--- config.mk ---
export PLATFORM = sky130hd
export DESIGN_NAME = alu_issue_stage_flat
export DESIGN_NICKNAME = d
export VERILOG_FILES = /design/src/rtl/alu_issue_stage_pkg.sv /design/src/rtl/alu_issue_stage_if.sv /design/src/rtl/alu_issue_stage_regfile.sv /design/src/rtl/alu_issue_stage.sv /design/src/flat_wrapper.sv
export SDC_FILE = /design/constraint.sdc
export NUM_CORES = 1
export LEC_CHECK = 0
export BUFFER_PORTS_ARGS = -buffer_cell sky130_fd_sc_hd__buf_2
export CAP_MARGIN = 20
export CORE_UTILIZATION = 50
export DETAILED_ROUTE_END_ITERATION = 10
export PLACE_DENSITY = 0.69
export SYNTH_ARGS = -nofsm -noshare
export SYNTH_HDL_FRONTEND = slang
export SYNTH_SLANG_ARGS = --single-unit
--- constraint.sdc ---
create_clock -name clk -period 7 [get_ports clk]
set_input_delay 1.4 -clock clk [delete_from_list [all_inputs] [get_ports clk]]
set_output_delay 1.4 -clock clk [all_outputs]
set_load 0.01 [all_outputs]
--- src/rtl/alu_issue_stage_pkg.sv ---
`default_nettype none
// ============================================================================
// Module   : alu_defs (package)
// Purpose  : ALU opcode constants, immediate op codes, issue FSM states and
//            decode helpers shared by the ALU issue stage.
// Revision : 1.0 - initial release
// ============================================================================
package alu_defs;

  // 8-bit ALU opcodes as presented on alu_opcode
  localparam logic [7:0] OP_AND  = 8'h01;
  localparam logic [7:0] OP_OR   = 8'h02;
  localparam logic [7:0] OP_XOR  = 8'h03;
  localparam logic [7:0] OP_NOT  = 8'h04;
  localparam logic [7:0] OP_ADD  = 8'h05;
  localparam logic [7:0] OP_ADDU = 8'h06;
  localparam logic [7:0] OP_ADDC = 8'h07;
  localparam logic [7:0] OP_RSH  = 8'h08;
  localparam logic [7:0] OP_SUB  = 8'h09;
  localparam logic [7:0] OP_CMP  = 8'h0B;
  localparam logic [7:0] OP_ALSH = 8'h0C;
  localparam logic [7:0] OP_ARSH = 8'h0F;
  localparam logic [7:0] OP_LSH  = 8'h84;

  // 4-bit major ops
  localparam logic [3:0] IOP_REG0  = 4'h0;
  localparam logic [3:0] IOP_REG8  = 4'h8;
  localparam logic [3:0] IOP_ANDI  = 4'h1;
  localparam logic [3:0] IOP_ORI   = 4'h2;
  localparam logic [3:0] IOP_XORI  = 4'h3;
  localparam logic [3:0] IOP_ADDI  = 4'h5;
  localparam logic [3:0] IOP_ADDUI = 4'h6;
  localparam logic [3:0] IOP_SUBI  = 4'h9;
  localparam logic [3:0] IOP_CMPI  = 4'hB;

  typedef enum logic [1:0] {
    S_IDLE   = 2'd0,
    S_DECODE = 2'd1,
    S_EXEC   = 2'd2
  } state_t;

  // Result of decoding one instruction
  typedef struct packed {
    logic [7:0]  opcode;
    logic [15:0] r1;
    logic [15:0] r2;
    logic        legal;
    logic        wb;
  } dec_t;

  function automatic logic is_shift(input logic [7:0] opcode);
    return (opcode == OP_LSH) || (opcode == OP_RSH) ||
           (opcode == OP_ALSH) || (opcode == OP_ARSH);
  endfunction

  function automatic logic is_reg_legal(input logic [7:0] opcode);
    return (opcode == OP_ADD) || (opcode == OP_ADDU) || (opcode == OP_ADDC) ||
           (opcode == OP_SUB) || (opcode == OP_CMP)  || (opcode == OP_AND)  ||
           (opcode == OP_OR)  || (opcode == OP_XOR)  || (opcode == OP_NOT)  ||
           is_shift(opcode);
  endfunction

endpackage
`default_nettype wire

--- src/rtl/alu_issue_stage_if.sv ---
`default_nettype none
// ============================================================================
// Module   : alu_issue_stage_if
// Purpose  : Instruction handshake, ALU operand/result and debug signals of
//            the ALU issue stage. slave = issue stage, master = environment.
// Revision : 1.0 - initial release
// ============================================================================
interface alu_issue_stage_if;
  logic [15:0] instr;
  logic        instr_valid;
  logic        instr_ready;
  logic [15:0] alu_r1;
  logic [15:0] alu_r2;
  logic [7:0]  alu_opcode;
  logic [15:0] alu_rout;
  logic        done;
  logic        illegal;
  logic [15:0] result;
  logic [3:0]  dbg_addr;
  logic [15:0] dbg_data;

  modport master (
    output instr, instr_valid, alu_rout, dbg_addr,
    input  instr_ready, alu_r1, alu_r2, alu_opcode, done, illegal, result, dbg_data
  );

  modport slave (
    input  instr, instr_valid, alu_rout, dbg_addr,
    output instr_ready, alu_r1, alu_r2, alu_opcode, done, illegal, result, dbg_data
  );
endinterface
`default_nettype wire

--- src/rtl/alu_issue_stage_regfile.sv ---
`default_nettype none
// ============================================================================
// Module   : regfile16x16
// Purpose  : 16 x 16-bit register file, one synchronous write port, two
//            combinational operand read ports and one debug read port.
// Revision : 1.0 - initial release
// ============================================================================
module regfile16x16 #(
  parameter int NREGS = 16
) (
  input  wire logic        clk,
  input  wire logic        reset_n,
  input  wire logic        i_we,
  input  wire logic [3:0]  i_waddr,
  input  wire logic [15:0] i_wdata,
  input  wire logic [3:0]  i_ra_addr,
  output      logic [15:0] o_ra_data,
  input  wire logic [3:0]  i_rb_addr,
  output      logic [15:0] o_rb_data,
  input  wire logic [3:0]  i_dbg_addr,
  output      logic [15:0] o_dbg_data
);

  logic [15:0] r_mem [NREGS];

  // Reset clears every register; otherwise a single write per cycle
  always_ff @(posedge clk) begin
    if (!reset_n) begin
      for (int i = 0; i < NREGS; i++) r_mem[i] <= '0;
    end else if (i_we) begin
      r_mem[i_waddr] <= i_wdata;
    end
  end

  assign o_ra_data  = r_mem[i_ra_addr];
  assign o_rb_data  = r_mem[i_rb_addr];
  assign o_dbg_data = r_mem[i_dbg_addr];

endmodule
`default_nettype wire

--- src/rtl/alu_issue_stage.sv ---
`default_nettype none
// ============================================================================
// Module   : alu_issue_stage
// Purpose  : Accepts 16-bit instructions, decodes them, drives registered
//            operands to an external combinational ALU and writes the ALU
//            result back. IDLE -> DECODE -> EXEC, one instruction per 3 cycles.
// Revision : 1.0 - initial release
// ============================================================================
module alu_issue_stage
  import alu_defs::*;
#(
  parameter int NREGS = 16
) (
  input wire logic          clk,
  input wire logic          reset_n,
  alu_issue_stage_if.slave  bus
);

  state_t      r_state;
  logic [15:0] r_instr;
  logic [15:0] r_alu_r1;
  logic [15:0] r_alu_r2;
  logic [7:0]  r_alu_opcode;
  logic [15:0] r_result;
  logic        r_done;
  logic        r_illegal;
  logic        r_legal;
  logic        r_wb;

  logic [15:0] w_rd_val;
  logic [15:0] w_rs_val;
  logic [15:0] w_dbg_data;
  logic        w_we;
  dec_t        w_dec;

  // Decode: opcode, legality, writeback enable and operand routing
  function automatic dec_t decode(input logic [15:0] ins,
                                  input logic [15:0] rd_val,
                                  input logic [15:0] rs_val);
    dec_t        d;
    logic [3:0]  op;
    logic [7:0]  opc;
    logic [15:0] src;
    op    = ins[15:12];
    opc   = 8'h00;
    src   = rs_val;
    d     = '0;
    d.r1  = rd_val;
    d.r2  = rs_val;
    case (op)
      IOP_REG0, IOP_REG8: begin
        opc     = {op, ins[7:4]};
        d.legal = is_reg_legal(opc);
      end
      IOP_ADDI, IOP_ADDUI, IOP_SUBI, IOP_CMPI: begin
        opc     = {4'h0, op};
        src     = {{8{ins[7]}}, ins[7:0]};
        d.legal = 1'b1;
      end
      IOP_ANDI, IOP_ORI, IOP_XORI: begin
        opc     = {4'h0, op};
        src     = {8'h00, ins[7:0]};
        d.legal = 1'b1;
      end
      default: d.legal = 1'b0;
    endcase
    if (d.legal) begin
      d.opcode = opc;
      d.wb     = (opc != OP_CMP);
      if (is_shift(opc)) begin
        d.r1 = src;
        d.r2 = rd_val;
      end else if (opc == OP_NOT) begin
        d.r1 = src;
        d.r2 = 16'h0000;
      end else begin
        d.r1 = rd_val;
        d.r2 = src;
      end
    end
    return d;
  endfunction

  regfile16x16 #(.NREGS(NREGS)) u_regfile (
    .clk        (clk),
    .reset_n    (reset_n),
    .i_we       (w_we),
    .i_waddr    (r_instr[11:8]),
    .i_wdata    (bus.alu_rout),
    .i_ra_addr  (r_instr[11:8]),
    .o_ra_data  (w_rd_val),
    .i_rb_addr  (r_instr[3:0]),
    .o_rb_data  (w_rs_val),
    .i_dbg_addr (bus.dbg_addr),
    .o_dbg_data (w_dbg_data)
  );

  assign w_dec = decode(r_instr, w_rd_val, w_rs_val);
  assign w_we  = (r_state == S_EXEC) && r_wb;

  // Issue FSM with registered ALU operands and retirement outputs
  always_ff @(posedge clk) begin
    if (!reset_n) begin
      r_state      <= S_IDLE;
      r_instr      <= '0;
      r_alu_r1     <= '0;
      r_alu_r2     <= '0;
      r_alu_opcode <= '0;
      r_result     <= '0;
      r_done       <= 1'b0;
      r_illegal    <= 1'b0;
      r_legal      <= 1'b0;
      r_wb         <= 1'b0;
    end else begin
      r_done    <= 1'b0;
      r_illegal <= 1'b0;
      case (r_state)
        S_IDLE: begin
          if (bus.instr_valid) begin
            r_instr <= bus.instr;
            r_state <= S_DECODE;
          end
        end
        S_DECODE: begin
          r_alu_r1     <= w_dec.r1;
          r_alu_r2     <= w_dec.r2;
          r_alu_opcode <= w_dec.opcode;
          r_legal      <= w_dec.legal;
          r_wb         <= w_dec.wb;
          r_state      <= S_EXEC;
        end
        S_EXEC: begin
          r_done    <= 1'b1;
          r_illegal <= !r_legal;
          if (r_legal) r_result <= bus.alu_rout;
          r_state   <= S_IDLE;
        end
        default: r_state <= S_IDLE;
      endcase
    end
  end

  assign bus.instr_ready = (r_state == S_IDLE);
  assign bus.alu_r1      = r_alu_r1;
  assign bus.alu_r2      = r_alu_r2;
  assign bus.alu_opcode  = r_alu_opcode;
  assign bus.done        = r_done;
  assign bus.illegal     = r_illegal;
  assign bus.result      = r_result;
  assign bus.dbg_data    = w_dbg_data;

endmodule
`default_nettype wire

--- src/flat_wrapper.sv ---
// flat-port wrapper written by rule: the top's interface ports become plain ports
module alu_issue_stage_flat import alu_defs::*;
#(
  parameter int NREGS = 16
)
  (clk, reset_n, bus_instr, bus_instr_valid, bus_alu_rout, bus_dbg_addr, bus_instr_ready, bus_alu_r1, bus_alu_r2, bus_alu_opcode, bus_done, bus_illegal, bus_result, bus_dbg_data);
  alu_issue_stage_if bus_i ();
  input wire logic clk;
  input wire logic reset_n;
  input wire logic [$bits(bus_i.instr)-1:0] bus_instr;
  input wire logic [$bits(bus_i.instr_valid)-1:0] bus_instr_valid;
  input wire logic [$bits(bus_i.alu_rout)-1:0] bus_alu_rout;
  input wire logic [$bits(bus_i.dbg_addr)-1:0] bus_dbg_addr;
  output wire logic [$bits(bus_i.instr_ready)-1:0] bus_instr_ready;
  output wire logic [$bits(bus_i.alu_r1)-1:0] bus_alu_r1;
  output wire logic [$bits(bus_i.alu_r2)-1:0] bus_alu_r2;
  output wire logic [$bits(bus_i.alu_opcode)-1:0] bus_alu_opcode;
  output wire logic [$bits(bus_i.done)-1:0] bus_done;
  output wire logic [$bits(bus_i.illegal)-1:0] bus_illegal;
  output wire logic [$bits(bus_i.result)-1:0] bus_result;
  output wire logic [$bits(bus_i.dbg_data)-1:0] bus_dbg_data;
  assign bus_i.instr = bus_instr;
  assign bus_i.instr_valid = bus_instr_valid;
  assign bus_i.alu_rout = bus_alu_rout;
  assign bus_i.dbg_addr = bus_dbg_addr;
  assign bus_instr_ready = bus_i.instr_ready;
  assign bus_alu_r1 = bus_i.alu_r1;
  assign bus_alu_r2 = bus_i.alu_r2;
  assign bus_alu_opcode = bus_i.alu_opcode;
  assign bus_done = bus_i.done;
  assign bus_illegal = bus_i.illegal;
  assign bus_result = bus_i.result;
  assign bus_dbg_data = bus_i.dbg_data;
  alu_issue_stage #(.NREGS(NREGS)) u_core (.clk(clk), .reset_n(reset_n), .bus(bus_i));
endmodule
# ---- Yosys cells after proc, flatten, opt, wreduce, memory -nomap -nowiden
# Memory sizes are Yosys's and may differ from the RTL's. A register that Yosys moved wholly into a read port is not among the register bits.
# Cells that the tools add are included.
dict set report word_totals {
  ff_bits 78
  latch_bits 0
  ramBits 256
  romBits 0
  inputBits 39
  out_inout_bits 75
  n_memories 1
}
dict set report classes {
  add_sub_neg 0
  mul 0
  div_mod_pow 0
  magnitude_cmp 0
  n_eq_ne 30
  n_shift 0
  n_mux 21
  bitwise 0
  n_reduce_logical 27
}
# name depth width read_ports rd_ports_with_merged_regs wr line_no
set mem_list {}
lappend mem_list {u_core.u_regfile.r_mem 16 16 3 2 16 alu_issue_stage_regfile.sv:24} ;# logic [15:0] r_mem [NREGS];
# op n
set ops {}
lappend ops {{$eq A8 B4 Y1 const B} 8}
lappend ops {{$mux W32} 2}
lappend ops {{$eq A8 B3 Y1 const B} 5}
lappend ops {{$mux W40} 1}
lappend ops {{$pmux W16 S2} 1}
lappend ops {{$mux W4} 5}
lappend ops {{$eq A8 B2 Y1 const B} 2}
lappend ops {{$eq A8 B8 Y1 const B} 2}
lappend ops {{$mux W16} 1}
lappend ops {{$pmux W8 S2} 1}
lappend ops {{$reduce_or A16 Y1} 1}
lappend ops {{$logic_or A1 B1 Y1} 15}
lappend ops {{$eq A4 B4 Y1 const B} 3}
lappend ops {{$eq A4 B2 Y1 const B} 2}
lappend ops {{$eq A4 B3 Y1 const B} 2}
lappend ops {{$eq A8 B1 Y1 const B} 1}
lappend ops {{$ne A8 B4 Y1 const B} 1}
lappend ops {{$mux W1} 7}
lappend ops {{$reduce_or A7 Y1} 1}
lappend ops {{$reduce_and A2 Y1} 3}
lappend ops {{$eq A4 B1 Y1 const B} 1}
lappend ops {{$logic_not A4 Y1} 1}
lappend ops {{$pmux W2 S2} 1}
lappend ops {{$reduce_or A4 Y1} 1}
lappend ops {{other kinds (10)} 10}

# ---- Longest topological paths before layout
dict set report depth {
  word_depth 12
  ltp_mapped 10
  mapped_depth_nobuf 6
}

# ---- Modules after synthesis
# A second synthesis with hierarchy kept.
dict set report hier_totals {
  cells_unflattened 1452
  hier_area_um2 19110.8
}
# mod instances cells_per_inst area_each_um2 seq_area_each_um2
set modules_own_cells {}
lappend modules_own_cells {regfile16x16 1 996 15401.0 7687.4}
lappend modules_own_cells {alu_issue_stage 1 456 3709.8 1561.5}

# ---- Worst setup path before layout
# Ideal clock, no wire load.
dict set report synth_timing {
  path_kind {in2out}
  startpoint {in bus_dbg_addr[0]}
  endpoint {out bus_dbg_data[0]}
  arrival_ps 3114
  required_ps 5600
  setup_slack_ps 2486
  cell_stages 4
  n_path_buf 2
  cell_sequence {clkbuf_1 -> buf_2 -> mux4_2 -> mux4_2}
}
dict set report synth_between {
  elab_chain_cells 1
}
# element line_no
set synth_rtl {}
lappend synth_rtl {{start: declaration} flat_wrapper.sv:13} ;# input wire logic [$bits(bus_i.dbg_addr)-1:0] bus_dbg_addr;
lappend synth_rtl {{$mem_v2 Z16 W16} --}
lappend synth_rtl {{end: declaration} flat_wrapper.sv:21} ;# output wire logic [$bits(bus_i.dbg_data)-1:0] bus_dbg_data;
# No other way between the ends.

# ---- Final worst setup path
dict set report layout_timing {
  startpoint {in bus_dbg_addr[0]}
  endpoint {out bus_dbg_data[8]}
}
# Same word-level chain as after synthesis.

==> flow_summary_export.csv <==
group,metric,value,unit
clock_tree,cts_buffers,39,
clock_tree,holdBufCountCts,0,
clock_tree,cts.repair.resized,0,
placement,dpl.hpwl,38.5,mm
sta,rsz0062_at_grt,"false",
worst_setup_path,slowest_delay,0.73,ns
worst_setup_path,crit_type,"input pin to output pin",
layout,drive_gt1_share,28.7,%
floorplanning,io_pins,114,
global_route,grt_usage,31.9,%
worst_setup_path,worst_path_dominant_cell_family,"buffers and inverters",
worst_setup_path,path_cells,"buf_4 > buf_4 > mux4_2 > mux4_2 > buf_2",
worst_setup_path,slowest_stage,"buf_4",
sta,slew_headroom,14.9,%
route,vias_per_cell,6.76,
layout,syn2layout_area_growth,11.5,%
route,drt-wirelength-per-cell,30.0,um
placement,gp_congestion,0.934,
route,drc,0,
logic_synthesis,yosys_warnings,0,
route,drtAntennaViolNets,0,
logic_synthesis,synth_area,19300,um^2
route,dr.pass1.iters,7,
sta,fin_skew,0.0141,ns
clock_tree,clk_pin_slew,0.05,ns
clock_tree,clockBufferDepth,3,
global_route,antenna_found_initial,1,
layout,final_area,21600,um^2
floorplanning,die_w,199,um
global_route,grt_pass1_vias,13300,
route,drt-initial-drc-count,1711,
global_route,gr-total-overflow,0,
power,p_leak,7.67,nW
clock_tree,cts_tree,"built",
sta,fin_crit_sh,73.9,%
sta,clock.fmax,0.193,GHz
floorplanning,num_rows,71,
layout,register_area,9420,um^2
route,vias,14000,
floorplanning,initial_core_util,51.1,%
clock_tree,clockRootBuffer,"clkbuf_16",
logic_synthesis,synthCells,1462,
worst_setup_path,startpoint_type,"input pin",
sta,finalSetupViolations,0,
logic_synthesis,synth_flop_cell,"edfxtp_1",
clock_tree,cts.sinks,342,
logic_synthesis,synth.distinct_cells,69,
layout,final_nets,1561,
floorplanning,coreArea,37800,um^2
sta,period_minus_slack,5.18,ns
sta,finalHoldViolCount,0,
sta,drv_slew,0,
floorplanning,dieArea,39500,um^2
logic_synthesis,synth_edf_count,256,
layout,num_antenna_cells,0,
clock_tree,post_cts_buffers,0,
placement,post_dp_cell_area,20300,um^2
clock_tree,clk_latency,0.55,ns
sta,finalSetupTns,0,ns
clock_tree,cts-htree-levels,2,
worst_hold_path,min_path_type,"register to register",
worst_setup_path,required,5.60,ns
power,power_density,230,nW/um^2
global_route,grt_pass1_wl,89.8,mm
floorplanning,fp.dieH,199,um
worst_setup_path,setup.worst_path.end_class,"output pin",
worst_setup_path,worst_ep_arrival_time,3.78,ns
power,peakVddDrop,150,uV
layout,fillerInstances,3011,
global_route,grt_max_degree,51,
placement,io_buffers,113,
logic_synthesis,ys_seq_area_share,48.6,%
logic_synthesis,synthArstFlopShare,0,%
worst_setup_path,worstPathMaxFanout,49,
worst_setup_path,cp_num_buf_inv,3,
logic_synthesis,ys_ff_latch,342,
layout,multi_input_area,9360,um^2
job,max_cap_viol_count,0,
status,status,"completed",
sta,worst_pin_slew,1.28,ns
route,routed_wl,62.0,mm
logic_synthesis,syn_nets,1501,
logic_synthesis,syn_avg_cell_area,13.2,um^2
==> worst register-to-register path, stage by stage, from the launching register on <==
cell and delay (ns):
dfxtp_2 0.31, buf_4 0.52, and2_1 0.74, a221oi_1 0.21, a21o_1 0.20, a222oi_1 0.97
nor3_1 0.11, o221a_1 0.26
==> registers in the layout, summed over array words and instances (netlist names), 2 cells and up, named ones only <==
name	flops
u_core.bus.result	16
u_core.r_instr	16
u_core.bus.alu_r1	16
u_core.bus.alu_opcode	8
u_core.bus.alu_r2	16
u_core.u_regfile.r_mem	256
u_core.r_state	2
==> layout by cell type, fill, tap and decap left out, types with 11 or more instances in the layout <==
cell type,count
and2_1,265
o21ai_1,16
dfxtp_1,80
a211oi_1,12
clkbuf_1,11
edfxtp_1,256
mux4_2,187
nand2_1,106
buf_4,30
o21ai_0,24
clkbuf_16,41
a22oi_1,17
nor2_1,33
mux2i_1,50
nor2b_1,14
buf_2,112
nor2_2,13
a21oi_1,65
nand3_1,22
nand2b_1,12
==> per-layer routing <==
layer	GRT usage [%]	vias up	wire length [um]
li1	-	5763	-
met1	41.6	6905	22800
met2	49.6	1075	28500
met3	8.87	209	7590
met4	14.9	2	3100
met5	0	-	10
==> final timing paths <==
check                        start                     to  slack [ns]  cells past startpoint
min reg2reg  u_core.bus.result[14]  u_core.bus.result[14]        0.45                      2
max reg2reg               register   u_core.bus.alu_r2[8]        3.59                      7
min          u_core.bus.result[14]  u_core.bus.result[14]        0.45                      2
max                bus_dbg_addr[0]        bus_dbg_data[8]        1.82                      5
==> power breakdown <==
part | internal [mW] | switching (mW)
Clock | 1.12 | 0.834
Sequential | 2.25 | 0.0857
Combinational | 0.279 | 0.386
Total | 3.65 | 1.31
==> cells by family (layout without fill, tap and decap cells) <==
logic type / Yosys count / after routing / synth area share [%]
simple gates: 504 / 504 / 14.4
flops: 342 / 342 / 48.6
buf+inv: 140 / 230 / 3.68
compound gates: 228 / 228 / 8.07
mux: 248 / 248 / 25.2
==> cell type report <==
class,count,area share (%)
clock buffers,55,5.05
clock inverters,16,0.470
inverters,10,0.174
multi-input cells,980,43.4
flip-flops and latches,342,43.7
well taps,511,2.96
repair buffers,149,4.23
==> per-stage QoR <==
step	utilization, %	setup WS (ns)	hold WS, ns	total power, mW	std cells
after floorplan	-	2.49	0.428	2.80	1462
after global placement	53.5	1.86	0.439	3.01	1985
after detailed placement	53.6	1.80	0.445	3.02	1987
after CTS	56.7	1.79	0.456	4.95	2058
after global routing	57.0	1.65	0.476	5.08	2063
final	57.0	1.82	0.452	4.96	2063
==> cell usage after synthesis (22+ instances only) <==
cell type / n / share of area, %
a21oi_1: 65 / 1.7
and2_1: 265 / 8.6
buf_2: 31 / 0.80
clkbuf_1: 74 / 1.4
dfxtp_1: 86 / 8.9
edfxtp_1: 256 / 40
mux2i_1: 50 / 2.6
mux4_2: 187 / 22
nand2_1: 106 / 2.1
nand3_1: 22 / 0.57
nor2_1: 45 / 0.87
o21ai_0: 36 / 0.93
Note: power is estimated with default switching activity, not from simulation.
